File: config.mk
export PLATFORM = sky130hd
export DESIGN_NAME = snn_inference_controller
export DESIGN_NICKNAME = d
export VERILOG_FILES = /design/src/rtl/snn_inference_controller.sv
export SDC_FILE = /design/constraint.sdc
export NUM_CORES = 1
export LEC_CHECK = 0
export CAP_MARGIN = 10
export CORE_MARGIN = 2
export CORE_UTILIZATION = 30
export CTS_BUF_LIST = sky130_fd_sc_hd__clkbuf_4 sky130_fd_sc_hd__clkbuf_8 sky130_fd_sc_hd__clkbuf_16
export DETAILED_ROUTE_END_ITERATION = 10
export SYNTH_ARGS = -nofsm -noshare
export SYNTH_HDL_FRONTEND = slang
export SYNTH_SLANG_ARGS = --single-unit
File: constraint.sdc
create_clock -name clk -period 2.6 [get_ports clk]
set_input_delay 0.78 -clock clk [delete_from_list [all_inputs] [get_ports clk]]
set_output_delay 0.78 -clock clk [all_outputs]
set_load 0.01 [all_outputs]
File: src/rtl/snn_inference_controller.sv
// Sequences one spiking-network inference per pixel: clear the datapath, run N timesteps counting spikes, hold results.
// Optional early stop on the neuron-2 count is enabled with macro SNN_CTRL_EARLY_STOP_EN.
module snn_inference_controller #(
    parameter int unsigned WIDTH     = 16,
    parameter int unsigned STEP_W    = 8,
    parameter int unsigned CNT_W     = 8,
    parameter int unsigned CLEAR_CYC = 2
) (
    input  logic              clk,
    input  logic              rst,
    input  logic              pix_valid,
    output logic              pix_ready,
    input  logic [WIDTH-1:0]  pix_data,
    input  logic [STEP_W-1:0] num_steps,
    output logic [WIDTH-1:0]  pixel_value,
    output logic              snn_rst,
    input  logic              spike_out1,
    input  logic              spike_out2,
    output logic              res_valid,
    input  logic              res_ready,
    output logic [CNT_W-1:0]  res_count1,
    output logic [CNT_W-1:0]  res_count2,
    output logic [STEP_W-1:0] res_steps,
    output logic              busy
`ifdef SNN_CTRL_EARLY_STOP_EN
    ,
    input  logic [CNT_W-1:0]  stop_count,
    output logic              res_early
`endif
);

    localparam int unsigned CLR_W = (CLEAR_CYC > 1) ? $clog2(CLEAR_CYC) : 1;
    localparam logic [CLR_W-1:0] CLR_LAST = CLR_W'(CLEAR_CYC - 1);
    localparam logic [CNT_W-1:0] CNT_MAX  = '1;

    typedef enum logic [1:0] {
        IDLE  = 2'd0,
        CLEAR = 2'd1,
        RUN   = 2'd2,
        DONE  = 2'd3
    } state_t;

    state_t            state;
    state_t            state_next;
    logic              accept;
    logic              stop_hit;
    logic [CLR_W-1:0]  clr_cnt;
    logic [STEP_W-1:0] steps_target;
    logic [CNT_W-1:0]  cnt1_inc;
    logic [CNT_W-1:0]  cnt2_inc;

    // State register
    always_ff @(posedge clk) begin
        if (rst) begin
            state <= IDLE;
        end else begin
            state <= state_next;
        end
    end

    // Next-state logic; counters saturate rather than wrap
    always_comb begin
        state_next = state;
        accept     = 1'b0;
        stop_hit   = 1'b0;
        cnt1_inc   = (res_count1 == CNT_MAX) ? res_count1 : res_count1 + CNT_W'(1);
        cnt2_inc   = (res_count2 == CNT_MAX) ? res_count2 : res_count2 + CNT_W'(1);
        case (state)
            IDLE: begin
                if (pix_valid) begin
                    accept     = 1'b1;
                    state_next = (num_steps == '0) ? DONE : CLEAR;
                end
            end
            CLEAR: begin
                if (clr_cnt == CLR_LAST) begin
                    state_next = RUN;
                end
            end
            RUN: begin
`ifdef SNN_CTRL_EARLY_STOP_EN
                stop_hit = (stop_count != '0) && spike_out2 && (cnt2_inc == stop_count);
`endif
                if (((res_steps + STEP_W'(1)) == steps_target) || stop_hit) begin
                    state_next = DONE;
                end
            end
            DONE: begin
                if (res_ready) begin
                    state_next = IDLE;
                end
            end
            default: state_next = IDLE;
        endcase
    end

    // Registered outputs track the state being entered
    always_ff @(posedge clk) begin
        if (rst) begin
            pix_ready <= 1'b1;
            busy      <= 1'b0;
            snn_rst   <= 1'b1;
            res_valid <= 1'b0;
        end else begin
            pix_ready <= (state_next == IDLE);
            busy      <= (state_next != IDLE);
            snn_rst   <= (state_next != RUN);
            res_valid <= (state_next == DONE);
        end
    end

    // Pixel latch, clear timer, step and spike counters
    always_ff @(posedge clk) begin
        if (rst) begin
            pixel_value  <= '0;
            steps_target <= '0;
            clr_cnt      <= '0;
            res_steps    <= '0;
            res_count1   <= '0;
            res_count2   <= '0;
        end else if (accept) begin
            pixel_value  <= pix_data;
            steps_target <= num_steps;
            clr_cnt      <= '0;
            res_steps    <= '0;
            res_count1   <= '0;
            res_count2   <= '0;
        end else if (state == CLEAR) begin
            clr_cnt <= clr_cnt + CLR_W'(1);
        end else if (state == RUN) begin
            res_steps <= res_steps + STEP_W'(1);
            if (spike_out1) begin
                res_count1 <= cnt1_inc;
            end
            if (spike_out2) begin
                res_count2 <= cnt2_inc;
            end
        end
    end

`ifdef SNN_CTRL_EARLY_STOP_EN
    // Flags a run that ended on the neuron-2 threshold
    always_ff @(posedge clk) begin
        if (rst || accept) begin
            res_early <= 1'b0;
        end else if (state == RUN) begin
            res_early <= stop_hit;
        end
    end
`endif

endmodule

[After elaboration in Yosys (flattened, before gate mapping)]
Index checks and enable logic that the tools add are counted.
Word-level totals
  ROM bits: 0
  latch bits: 0
  input port bits: 30
  memories: 0
  bits in writable memories: 0
  output and inout bits: 44
  bits in registers: 55
Operators by class
  shift operators: 0
  bitwise operators: 3
  div/mod/pow operators: 0
  order comparisons: 0
  reductions and logical operators: 8
  muxes and demuxes: 8
  $add $sub $neg: 4
  $mul: 0
  equality and inequality tests: 8
Operators by type and width (number)
  $add A8 B1 Y8 const B: 3
  $eq A8 B8 Y1 const B: 2
  $mux W2: 5
  $eq A8 B8 Y1: 1
  $logic_not A8 Y1: 1
  $pmux W2 S4: 1
  $reduce_and A4 Y1: 2
  $eq A2 B2 Y1 const B: 3
  $logic_not A2 Y1: 2
  $not A1 Y1: 3
  $eq A2 B1 Y1 const B: 1
  $mux W1: 2
  $ne A2 B2 Y1 const B: 1
  $reduce_and A2 Y1: 1
  $reduce_bool A2 Y1: 1
  $reduce_or A2 Y1: 1
  $add A1 B1 Y1 const B: 1

[Logic depth before layout (Yosys ltp)]
Gate-level depths: netlist (run 1).
  word-level depth: 5
  mapped depth: 7

[Worst setup path before layout (run 1)]
Ideal clock, no wire load.
  path kind: in2reg
  from: input port spike_out1
  to: register res_count1[5]
  stages on the path: 5
  setup time: 0.117 ns
  arrival time: 1.591 ns
  data required time: 2.483 ns
  setup slack: 0.891 ns
  cells stage by stage: nand3b_1 -> a311oi_1 -> nand3_1 -> xor2_1 -> nor2_1
Between the ends
  word-level cells in the longest chain between the ends: 1
RTL lines
  start, declared: RTL line 17  | input logic spike_out1,
  $reduce_and A4 Y1 (no source line)
  end signal, assigned: RTL line 133  | res_count1 <= cnt1_inc;
  end, declared: RTL line 21  | output logic [CNT_W-1:0] res_count1,
Every way passes these cells.
A chain may end at the register's enable or synchronous reset.

[Worst setup path after layout (run 1)]
  from: register res_steps[0]
  to: output port res_steps[0]
RTL lines
  start, declared: RTL line 23  | output logic [STEP_W-1:0] res_steps,
  start signal, assigned: RTL line 131  | res_steps <= res_steps + STEP_W'(1);
No word-level cell between the ends.

==> results.cfg, run 1 <==
[floorplan]
die-height_um = 93.0
die_x_um = 93.0
rows = 32
dieArea_um2 = 8640
initial_core_util = 0.309
io_pins = 74
core_um2 = 7690

[place]
place_hpwl_um = 3910
dpl_cell_area_um2 = 3200
portBuffers = 73
gp_congestion = 0.794
dpl_worst_slack_ps = 281

[route]
wl_um = 5230
avgRoutedWirePerCell_um = 11.5
dr.pass1.iters = 4
drtAntennaViolNets = 0
dr.first_iter.drc_count = 67
dr_total_vias = 2059
drc = 0
viasPerCell = 4.54

[synth]
synth_seq_cells = 55
synthCells = 280
syn_area_um2 = 2370
yosysWarningCount = 0
ys_types = 39
syn-num-nets = 313
syn_area_per_cell_um2 = 8.48
seq_area_frac_synth = 0.464

[job]
max_cap_viol_count = 0

[power_and_ir_drop]
seqPwrFrac = 0.563
p_comb_frac = 0.142
clock_power_share = 0.295
swShare = 0.254
vdd_drop_max_uv = 211
p_int_uw = 1190
pwr_density_cell_nw_per_um2 = 484
p_leak_uw = 0.00118
switching_power_uw = 403

[grt]
overflow = 0
grt_pass1_vias = 2018
grt_pass1_wl_um = 9160
grt_util_all_layers = 0.130
grt_max_degree = 26
antenna_found_initial = 0

[cells_and_area]
drive_above_1_share = 0.0625
ff_latch_area_um2 = 1100
stdcell_area_um2 = 3290
syn_to_final_growth_pct = 38.4
multiInputGateArea_um2 = 1160
nNetsFinal = 384
diodes = 0
num-fill-cells = 783
utilization = 0.427

[timing]
finalHoldViolCount = 0
setup_violations = 0
timing.setup.tns_ps = 0
fin_crit_sh = 0.846
finalCriticalPeriod_ps = 2200
finClkSkew_ps = 6.10
relSlewSlack = 0.706
worstMarginPinSlew_ps = 438
fmax_mhz = 454
layout_setup_ws_ps = 399
fin_hold_ws_ps = 458
slew_violations = 0
rsz0062_at_grt = no

[clock_tree]
cts_resized = 0
cts_root_buffer = clkbuf_8
htreeDepth = 2
cts_buffer_depth = 2
numCtsBuffers = 5
cts_sinks = 55
cts.reportedPaths.clkPinSlew_ps = 100
insertion_delay_ps = 310
post_cts_buffers = 0
cts_tree = yes
postCtsHoldBufs = 0

[worst_hold_path]
hp-class = reg -> reg

[setup_path]
cp-start-kind = flip-flop
slowest_stage = clkdlybuf4s50_1
crit_chain = clkdlybuf4s50_1
cp_num_buf_inv = 1
cp_max_fo = 8
worstPathRequired_ps = 1820
slowest_delay_ps = 600
arrival_ps = 1420
worstSetupPathType = reg -> out
end_kind = primary output
cpLargestDelayFamily = buffers and inverters

[run_status]
outcome = finished clean
logic make-up (layout without fill, tap and decap cells):
kind of cell	count (synthesis)	count (layout)	synth area share
and+or+nand+nor	126	126	0.238
buffers and inverters	21	93	0.0479
xor gates and xnor gates	28	28	0.103
DFF	55	55	0.464
AOI/OAI and AO/OA	43	43	0.115
adders and majority gates	3	3	0.0158
muxes	4	4	0.0169
power by group through the flow:
stage          Combinational [µW]  Sequential (µW)  Clock, µW
2_1_floorplan                 100              922          0
3_3_place_gp                  227              915          0
3_5_place_dp                  228              916          0
4_1_cts                       230              897        501
5_1_grt                       254              901        528
6_report                      225              896        469
routing by layer:
layer | track usage | up-vias | routed length (µm)
li1 | - | 1083 | -
met3 | 0.0516 | 7 | 475
met5 | 0 | - | 0
met2 | 0.206 | 62 | 2210
met4 | 0.0331 | 0 | 56
met1 | 0.164 | 907 | 2490
metrics by stage:
| step | total power, µW | instances |
|---|---|---|
| global placement | 1140 | 446 |
| CTS | 1630 | 454 |
| floorplan | 1020 | 280 |
| finish | 1590 | 454 |
| global route | 1680 | 454 |
| detailed placement | 1140 | 446 |
flip-flops by register name (all words and copies together), names as in the netlist:
register      count
pix_ready         1
res_valid         1
res_steps         8
clr_cnt           1
pixel_value      16
busy              1
state             2
steps_target      8
res_count2        8
snn_rst           1
res_count1        8
cell usage in the layout (no fill, tap or decap), drive strengths merged, types with 2 or more instances in the layout:
cell type,instances
mux2i,4
inv,4
nand2,60
nand3,7
xnor2,12
o21ai,3
clkinv,2
xor2,16
nor3,8
a21oi,27
and3,3
nand4,10
nor2,27
a31o,2
clkdlybuf4s50,73
buf,9
or3,2
nor2b,3
a31oi,2
dfxtp,55
o21bai,2
clkbuf,5
ha,3
cells in the mapped netlist, drive strengths merged:
cell	number	area, µm²
nand2	60	225
o21ai	3	15.0
a211oi	1	7.51
nor3	8	40.0
and4	1	8.76
nand3b	1	7.51
nor2	27	101
nand2b	1	6.26
mux2i	4	40.0
and3	3	23.8
ha	3	37.5
a41oi	1	8.76
nor4	1	6.26
xor2	16	140
buf	8	63.8
clkbuf	10	38.8
o21bai	2	15.0
and3b	1	10.0
dfxtp	55	1100
nand4	10	62.6
xnor2	12	105
o211ai	1	21.3
inv	3	11.3
a31o	2	17.5
or3	2	12.5
a21oi	27	135
a311oi	1	8.76
and2	1	6.26
nand3	7	35.0
a31oi	2	12.5
o221ai	1	8.76
o31ai	1	7.51
a221oi	1	15.0
nor2b	3	18.8
final timing paths:
path | cells after the start | startpoint | slack (ps) | endpoint
worst max-delay path | 1 | res_steps[0] | 400 | res_steps[0]
worst min-delay path | 2 | pixel_value[3] | 460 | pixel_value[3]
worst max register to register | 6 | res_steps[0] | 730 | res_valid
worst min register to register | 2 | pixel_value[3] | 460 | pixel_value[3]
cell type report:
class / instances / share of cell area
Tap cell: 102 / 0.0388
Multi-Input combinational cell: 204 / 0.353
Timing Repair Buffer: 82 / 0.243
Clock buffer: 5 / 0.0209
Sequential cell: 55 / 0.335
Inverter: 3 / 0.00343
Clock inverter: 3 / 0.00571
No activity file was read; power rests on OpenSTA's default activity.
==> run 2: changes to the inputs <==
==> constraint.sdc (replaced) <==
create_clock -name clk -period 2.1 [get_ports clk]
set_input_delay 0.63 -clock clk [delete_from_list [all_inputs] [get_ports clk]]
set_output_delay 0.63 -clock clk [all_outputs]
set_load 0.01 [all_outputs]
==> run 2 against run 1 <==
Global-route usage about the same. Combinational power up 28%. Hold slack about the same. Sequential power up 24%. Register-to-register slack worse by 370 ps. Design area up 2.7%. Final cell count up 1.3%. Die area unchanged. Largest cell class unchanged.
==> results.cfg, run 2 (synthesis gave the netlist of run 1 again) <==
[run_status]
outcome = finished clean

[cells_and_area]
largest-register = pixel_value
diodes = 0
nNetsFinal = 390
multiInputGateArea_um2 = 1160
layout_commonest_cell = clkdlybuf4s50_1
drive_above_1_share = 0.0810
final_cell_mix = 73 x clkdlybuf4s50_1, 60 x nand2_1, 54 x dfxtp_1
syn_to_final_growth_pct = 42.1
ff_latch_area_um2 = 1100
num-fill-cells = 801
largest_reg_flops = 16

[job]
max_cap_viol_count = 0

[timing]
worstMarginPinSlew_ps = 356
timing.setup.tns_ps = 0
finClkSkew_ps = 8.86
layout_setup_ws_ps = 107
slew_violations = 0
fmax_mhz = 502
finalCriticalPeriod_ps = 1990
fin_crit_sh = 0.949
relSlewSlack = 0.762
finalHoldViolCount = 0
rsz0062_at_grt = no
setup_violations = 0

[setup_path]
worstSetupPathType = reg -> out
r2r_cells = 6
startpoint = res_steps[1]
arrival_ps = 1360
critical_path_depth = 1
cpLargestDelayFamily = buffers and inverters
cp-start-kind = flip-flop
ff2ff_setup_slack_ps = 360
end_kind = primary output
endpoint = res_steps[1]
worstPathRequired_ps = 1470
cp_num_buf_inv = 1
crit_chain = clkdlybuf4s50_1
rr_endpoint = snn_rst
rr_startpoint = res_steps[1]
slowest_stage = clkdlybuf4s50_1
slowest_delay_ps = 610
cp_max_fo = 7

[route]
viasPerCell = 4.63
dr.first_iter.drc_count = 52
wl_um = 5440
drc = 0
avgRoutedWirePerCell_um = 11.8
dr.pass1.iters = 4
dr_total_vias = 2132
drtAntennaViolNets = 0

[place]
portBuffers = 73
place_hpwl_um = 4090
dpl_worst_slack_ps = 19.6
gp_congestion = 0.778

[floorplan]
rows = 32
io_pins = 74
core_um2 = 7690
initial_core_util = 0.309
die-height_um = 93.0
die_x_um = 93.0
dieArea_um2 = 8640

[grt]
grt_pass1_vias = 1996
grt_max_degree = 26
grt_util_all_layers = 0.130
overflow = 0
antenna_found_initial = 0
grt_pass1_wl_um = 9200

[clock_tree]
htreeDepth = 2
cts_root_buffer = clkbuf_8
numCtsBuffers = 5
insertion_delay_ps = 310
cts_buffer_depth = 2
cts.reportedPaths.clkPinSlew_ps = 100
cts_tree = yes
post_cts_buffers = 0
cts_sinks = 55

[power_and_ir_drop]
p_int_uw = 1630
vdd_drop_max_uv = 242
clock_power_share = 0.344
seqPwrFrac = 0.522
pwr_density_cell_nw_per_um2 = 630
switching_power_uw = 502
p_comb_frac = 0.135
swShare = 0.236
p_leak_uw = 0.00123

[worst_hold_path]
hp-class = reg -> reg
[run 2: power by group through the flow]
stage / registers [µW] / clock network, µW / logic [µW]
final: 1110 / 731 / 287
after floorplan: 1140 / 0 / 124
after detailed placement: 1130 / 0 / 291
after global placement: 1130 / 0 / 288
after global routing: 1120 / 795 / 319
after CTS: 1110 / 757 / 292
[run 2: routing by layer]
layer,wire length [µm],vias up,track usage
li1,-,1090,-
met1,2510,981,0.166
met2,2410,55,0.205
met3,454,6,0.0475
met4,60,0,0.0392
met5,0,-,0
[run 2: final cells by class]
| type | instances | share of cell area |
|---|---|---|
| clock inverters | 2 | 0.0104 |
| repair buffers | 88 | 0.254 |
| clock buffers | 6 | 0.0245 |
| flip-flops and latches | 55 | 0.327 |
| well taps | 102 | 0.0378 |
| inverters | 3 | 0.00334 |
| multi-input cells | 204 | 0.344 |
[run 2: worst min-delay path by stage]
stage | start | endpoint | slack [ps] | cells past startpoint
after global placement | pixel_value[1] | pixel_value[1] | 440 | 2
after detailed placement | pixel_value[1] | pixel_value[1] | 450 | 2
after floorplan | steps_target[2] | steps_target[2] | 450 | 2
after global routing | pixel_value[13] | pixel_value[13] | 480 | 2
after CTS | pixel_value[13] | pixel_value[13] | 460 | 2
final | pixel_value[13] | pixel_value[13] | 460 | 2
[run 2: timing repair]
| action | in CTS | in global routing |
|---|---|---|
| hold buffers | 0 | 0 |
| hold endpoints to repair | 0 | 0 |
| gates resized for setup | 0 | 1 |
| endpoints found under the setup margin | 0 | 1 |
[run 2: through the flow]
stage	hold WS [ps]	cells	power, µW	utilization	cell area (µm²)
after floorplan	446	280	1270	-	2370
final	457	460	2130	0.439	3370
after global routing	479	460	2230	0.439	3370
after global placement	440	452	1420	0.424	3260
after detailed placement	446	452	1420	0.424	3260
after CTS	461	460	2160	0.439	3370
==> run 3: changes to the inputs <==
--- a/config.mk
+++ b/config.mk
@@ -5,11 +5,13 @@
 export SDC_FILE = /design/constraint.sdc
 export NUM_CORES = 1
 export LEC_CHECK = 0
-export CAP_MARGIN = 10
+export ABC_CLOCK_PERIOD_IN_PS = 2100
+export CAP_MARGIN = 20
 export CORE_MARGIN = 2
 export CORE_UTILIZATION = 30
 export CTS_BUF_LIST = sky130_fd_sc_hd__clkbuf_4 sky130_fd_sc_hd__clkbuf_8 sky130_fd_sc_hd__clkbuf_16
 export DETAILED_ROUTE_END_ITERATION = 10
+export SLEW_MARGIN = 10
 export SYNTH_ARGS = -nofsm -noshare
 export SYNTH_HDL_FRONTEND = slang
 export SYNTH_SLANG_ARGS = --single-unit
==> results of run 3 <==
Same layout as run 2: the final DEF is identical, and so are final timing and power.
